==> src/rtl/fifo_reader_pkg.sv <==
`default_nettype none
// ============================================================================
// fifo_reader_pkg : state encoding and buffer-entry layout for the burst reader
// Revision 1.0
// ============================================================================
package fifo_reader_pkg;

   localparam int ENTRY_DATA_WIDTH = 32;

   typedef logic [1:0] rd_state_e;

   localparam rd_state_e IDLE  = 2'd0;
   localparam rd_state_e READ  = 2'd1;
   localparam rd_state_e DRAIN = 2'd2;
   localparam rd_state_e DONE  = 2'd3;

   typedef struct packed {
      logic [ENTRY_DATA_WIDTH-1:0] data;
      logic                        last;
   } buf_entry_t;

endpackage
`default_nettype wire

==> src/rtl/stream_skid_buffer.sv <==
`default_nettype none
// ============================================================================
// stream_skid_buffer : 2-entry registered buffer decoupling a producer from a
// valid/ready sink. Revision 1.0
// ============================================================================
module stream_skid_buffer #(
   parameter int WIDTH = 33
) (
   input  logic             clk,
   input  logic             rst,
   input  logic             in_valid,
   input  logic [WIDTH-1:0] in_data,
   output logic             in_occ_lt2,
   output logic             out_valid,
   input  logic             out_ready,
   output logic [WIDTH-1:0] out_data
);

   logic [1:0]       count_q, count_d;
   logic [WIDTH-1:0] head_q, head_d;
   logic [WIDTH-1:0] tail_q, tail_d;
   logic             pop;
   logic             push;

   always_comb begin
      pop     = (count_q != 2'd0) & out_ready;
      // A full buffer only takes a new word when the head leaves in the same cycle.
      push    = in_valid & ((count_q != 2'd2) | pop);
      head_d  = head_q;
      tail_d  = tail_q;
      count_d = count_q + {1'b0, push} - {1'b0, pop};

      if (pop && (count_q == 2'd2)) begin
         head_d = tail_q;
      end
      if (push) begin
         if ((count_q == 2'd0) || ((count_q == 2'd1) && pop)) begin
            head_d = in_data;
         end else begin
            tail_d = in_data;
         end
      end
   end

   always_ff @(posedge clk) begin
      if (rst) begin
         count_q <= 2'd0;
         head_q  <= '0;
         tail_q  <= '0;
      end else begin
         count_q <= count_d;
         head_q  <= head_d;
         tail_q  <= tail_d;
      end
   end

   assign in_occ_lt2 = (count_q != 2'd2);
   assign out_valid  = (count_q != 2'd0);
   assign out_data   = head_q;

endmodule
`default_nettype wire

==> src/rtl/fifo_burst_reader.sv <==
`default_nettype none
// ============================================================================
// fifo_burst_reader : pops a fixed-length burst from a show-ahead FIFO and
// replays it on a registered valid/ready stream. Revision 1.0
// ============================================================================
module fifo_burst_reader
   import fifo_reader_pkg::*;
#(
   parameter int DATA_WIDTH = 32,
   parameter int LEN_WIDTH  = 8
) (
   input  logic                  clk,
   input  logic                  rst,
   input  logic                  start,
   input  logic [LEN_WIDTH-1:0]  len,
   output logic                  busy,
   output logic                  done,
   input  logic                  fifo_empty,
   input  logic [DATA_WIDTH-1:0] fifo_q,
   output logic                  fifo_rdreq,
   output logic                  m_valid,
   input  logic                  m_ready,
   output logic [DATA_WIDTH-1:0] m_data,
   output logic                  m_last
);

   typedef struct packed {
      rd_state_e            state;
      logic [LEN_WIDTH-1:0] remaining;
   } ctrl_t;

   typedef struct packed {
      logic [DATA_WIDTH-1:0] data;
      logic                  last;
   } entry_t;

   ctrl_t  ctrl_q, ctrl_d;
   entry_t push_entry;
   entry_t head_entry;
   logic   buf_lt2;

   // Pop is blocked during reset so a reset cycle never loses an extra FIFO word.
   assign fifo_rdreq = ~rst & (ctrl_q.state == READ) & ~fifo_empty
                     & (ctrl_q.remaining != '0) & buf_lt2;

   assign push_entry.data = fifo_q;
   assign push_entry.last = (ctrl_q.remaining == LEN_WIDTH'(1));

   always_comb begin
      ctrl_d = ctrl_q;
      case (ctrl_q.state)
         IDLE: begin
            if (start) begin
               ctrl_d.remaining = len;
               ctrl_d.state     = (len != '0) ? READ : DONE;
            end
         end
         READ: begin
            if (fifo_rdreq) begin
               ctrl_d.remaining = ctrl_q.remaining - LEN_WIDTH'(1);
               if (ctrl_q.remaining == LEN_WIDTH'(1)) begin
                  ctrl_d.state = DRAIN;
               end
            end else if (ctrl_q.remaining == '0) begin
               ctrl_d.state = DRAIN;
            end
         end
         DRAIN: begin
            // Leave on the edge that accepts the final beat, so done follows it directly.
            if (~m_valid | (m_valid & m_ready & m_last)) begin
               ctrl_d.state = DONE;
            end
         end
         DONE: begin
            ctrl_d.state = IDLE;
         end
         default: begin
            ctrl_d = '0;
         end
      endcase
   end

   always_ff @(posedge clk) begin
      if (rst) begin
         ctrl_q <= '0;
      end else begin
         ctrl_q <= ctrl_d;
      end
   end

   stream_skid_buffer #(
      .WIDTH ($bits(entry_t))
   ) u_out_buf (
      .clk        (clk),
      .rst        (rst),
      .in_valid   (fifo_rdreq),
      .in_data    (push_entry),
      .in_occ_lt2 (buf_lt2),
      .out_valid  (m_valid),
      .out_ready  (m_ready),
      .out_data   (head_entry)
   );

   assign m_data = head_entry.data;
   assign m_last = head_entry.last;
   assign busy   = (ctrl_q.state != IDLE);
   assign done   = (ctrl_q.state == DONE);

endmodule
`default_nettype wire

==> config.mk <==
export PLATFORM = sky130hd
export DESIGN_NAME = fifo_burst_reader
export DESIGN_NICKNAME = d
export VERILOG_FILES = /design/src/rtl/fifo_reader_pkg.sv /design/src/rtl/stream_skid_buffer.sv /design/src/rtl/fifo_burst_reader.sv
export SDC_FILE = /design/constraint.sdc
export NUM_CORES = 1
export LEC_CHECK = 0
export ABC_AREA = 1
export BUFFER_PORTS_ARGS = -buffer_cell sky130_fd_sc_hd__buf_4
export CAP_MARGIN = 20
export CORE_MARGIN = 2
export CORE_UTILIZATION = 30
export CTS_CLUSTER_DIAMETER = 150
export DETAILED_ROUTE_END_ITERATION = 10
export SLEW_MARGIN = 25
export SYNTH_ARGS = -nofsm -noshare
export SYNTH_HDL_FRONTEND = slang
export SYNTH_SLANG_ARGS = --single-unit
==> constraint.sdc <==
create_clock -name clk -period 1.87 [get_ports clk]
set_input_delay 0.0935 -clock clk [delete_from_list [all_inputs] [get_ports clk]]
set_output_delay 0.0935 -clock clk [all_outputs]
set_load 0.02 [all_outputs]
==> metrics <==
Worst setup endpoint=fifo_rdreq; CP max-delay cell=dfxtp_2; post-DP HPWL=7229 um; share of cells above drive strength 1=21.73%; Crit path top cell by count=inv_1; status=completed; Crit path max-delay family=buffers and inverters; first-pass GRT wire length=17930 um; Worst Hold Class=in2reg; post-synth top area share=40.89%; pwr dens=1331 nW/um^2; die width=116.8 um; Via density=4.712; CTS Buf Count=9; actual slew at the worst max-slew pin=0.4181 ns; IO buf count=81; cells on worst reg2reg path=11; Final Cycle Share=90.99%; Comb pwr share=42.7%; CTS max path bufs=2; initial antenna violation count=0; post-synthesis cell type count=26; Routed WL=10860 um; CP Cell Sequence=inv_1 > ha_2 > inv_1 > nor2_4 > nand2_2 > nand2_4 > buf_4 > inv_1 > buf_4; Initial DRC Count=251; Starting Density=30.51%; Vias=3911; clk_skew=0.006510 ns; total track usage=16.65%; crit end category=primary output; #FFs+latches synth=78; Seq/Total Area, Yosys=40.89%; Detail Route Antenna Nets=0; H-tree depth=3; Synth area leaders=dfxtp_1 (41%), nand2_1 (14%), nand3_1 (10%), nor2_1 (8.9%), a21oi_1 (5.2%); Yosys warning total=0; Syn Std Cell Area=3819 sq um; r2r setup slk=0.17 ns; chip height=116.8 um; Hold Violations, Final=0; crit path launch type=register; worst stage delay on the critical path=0.33 ns; Int Pwr=0.004019 W; CORE AREA=12520 sq um; DRC Markers=0; leakage power=2.377 nW; # clock sinks=78; CP bufs+invs=5; NetSw=0.002705 W; I/O pin total=82; Yosys top cell by area=dfxtp_1; Syn Area/Cell=6.759 sq um; first-pass iteration count of the detailed router=5; WS Path Type=reg2out; Max-Cap Viols=0; post-route design area=5051 sq um; power share of the sequential group=31.0%; Reg2Reg Capture Point=u_out_buf.count_q[1]; DP Area=4549 sq um; most common cell after layout, fill and taps aside=nand2_1; Max-Slew Margin vs Limit=72.13%; min cycle time layout=1.702 ns; area growth from synthesis to layout=32.27%; Finished Core Util=40.35%; crit-path max FO=4; stages on the worst setup path=9; CTS tree=done; fmax=587.7 MHz; grt total ovfl=0; Peak VDD IR=484.1 uV; largest net degree at the start of global routing=38; vias in the first global route=3717; WP data required=1.78 ns; Reg clk slew, reported paths=0.06 ns; Filler Cells Inserted=1316; Crit. Startpoint=ctrl_q[0]; syn nets=619; WP data arrival=1.61 ns; mean routed wirelength per cell=13.08 um; reg-to-reg critical path startpoint=ctrl_q[0]; hold_sp=fifo_q[13]; # setup viols final=0; most frequent cells in the layout=nand2_1 (141), buf_4 (95), nor2_1 (91); antenna cells=0; die area=13650 sq um; Root Driver=clkbuf_16; nets=707; worst-skew pair later-pin latency=0.34 ns; Clk pwr share=26.4%; Mapped Cells=565; row count=41; Net Sw Frac=40.23%; Max Transition Viols Final=0; GP Congestion=0.8483
[how the worst min path moves through the flow]
stage | end | slack, ns | cells after the start
2_1_floorplan | u_out_buf.out_data[1] | 0.23 | 2
3_3_place_gp | u_out_buf.out_data[16] | 0.33 | 3
3_5_place_dp | u_out_buf.out_data[8] | 0.33 | 3
4_1_cts | u_out_buf.out_data[14] | 0.0003 | 3
5_1_grt | u_out_buf.out_data[14] | 0.009 | 3
6_report | u_out_buf.out_data[14] | 0.0002 | 3
[per-stage QoR]
stage | hold WS [ns] | std cells | power [W] | worst slack [ns] | TNS (ns)
2_1_floorplan | 0.2284 | 565 | 0.004092 | 0.04739 | 0
3_3_place_gp | 0.3312 | 796 | 0.004818 | 0.1306 | 0
3_5_place_dp | 0.3348 | 796 | 0.004890 | 0.04400 | 0
4_1_cts | 0.0002564 | 828 | 0.006701 | 0.02354 | 0
5_1_grt | 0.009339 | 830 | 0.007236 | -0.0007883 | -0.0007883
6_report | 0.0002492 | 830 | 0.006724 | 0.1685 | 0
[worst register-to-register path, stage by stage (launching register included)]
cell and delay (ns):
dfxtp_2 0.33, inv_1 0.08, ha_2 0.18, inv_1 0.07
nor2_4 0.10, nand2_2 0.09, nand2_4 0.12, inv_4 0.06
ha_1 0.21, xor2_2 0.15, o21ai_1 0.14, a21oi_1 0.05
[cells in the mapped netlist (all sizes together)]
| cell type | instances |
|---|---|
| a21boi | 1 |
| a21oi | 41 |
| buf | 26 |
| clkbuf | 10 |
| dfxtp | 78 |
| ha | 9 |
| inv | 30 |
| nand2 | 149 |
| nand3 | 79 |
| nand4 | 1 |
| nor2 | 97 |
| o21ai | 42 |
| o22ai | 1 |
| xor2 | 1 |
[area by class of cell]
type / count / area [sq um] / area share [%]
Multi-Input combinational cell: 421 / 1959 / 38.79
Clock buffer: 10 / 239.0 / 4.731
Inverter: 30 / 117.6 / 2.328
Clock inverter: 6 / 61.31 / 1.214
Timing Repair Buffer: 113 / 895.9 / 17.74
Sequential cell: 78 / 1563 / 30.94
Tap cell: 172 / 215.2 / 4.261
[timing repair]
item / in CTS / in global routing
endpoints found under the setup margin: 0 / 33
gates resized for setup: 0 / 10
hold buffers: 16 / 0
endpoints found under the hold margin: 16 / 0
buffers inserted: 0 / 2
[layer usage]
layer / global-route usage [%] / routed length, um / up-vias
met5: 0 / 0 / -
met4: 5.176 / 150 / 0
li1: - / - / 1992
met1: 21.13 / 4795 / 1790
met2: 28.55 / 5309 / 116
met3: 3.296 / 603 / 13
[kinds of logic after synthesis]
logic type,synth area share (%)
adder cells (fa/ha/maj),2.949
AND/OR/NAND/NOR,36.40
XOR/XNOR,0.2294
buffers and inverters,8.191
flip-flops,40.89
AO/OA/AOI/OAI,11.34
[sequential cells by signal (all words and copies together) (netlist names)]
signal	cells
u_out_buf.tail_q	33
u_out_buf.out_data	33
u_out_buf.count_q	2
ctrl_q	10
[power by group through the flow]
stage	registers [W]	logic, W	clock network (W)
2_1_floorplan	0.00222	0.00187	0
5_1_grt	0.00212	0.00324	0.00188
6_report	0.00208	0.00287	0.00177
3_3_place_gp	0.00211	0.00271	0
4_1_cts	0.00208	0.00282	0.00181
3_5_place_dp	0.00211	0.00278	0
No activity file was read; power rests on OpenSTA's default activity.
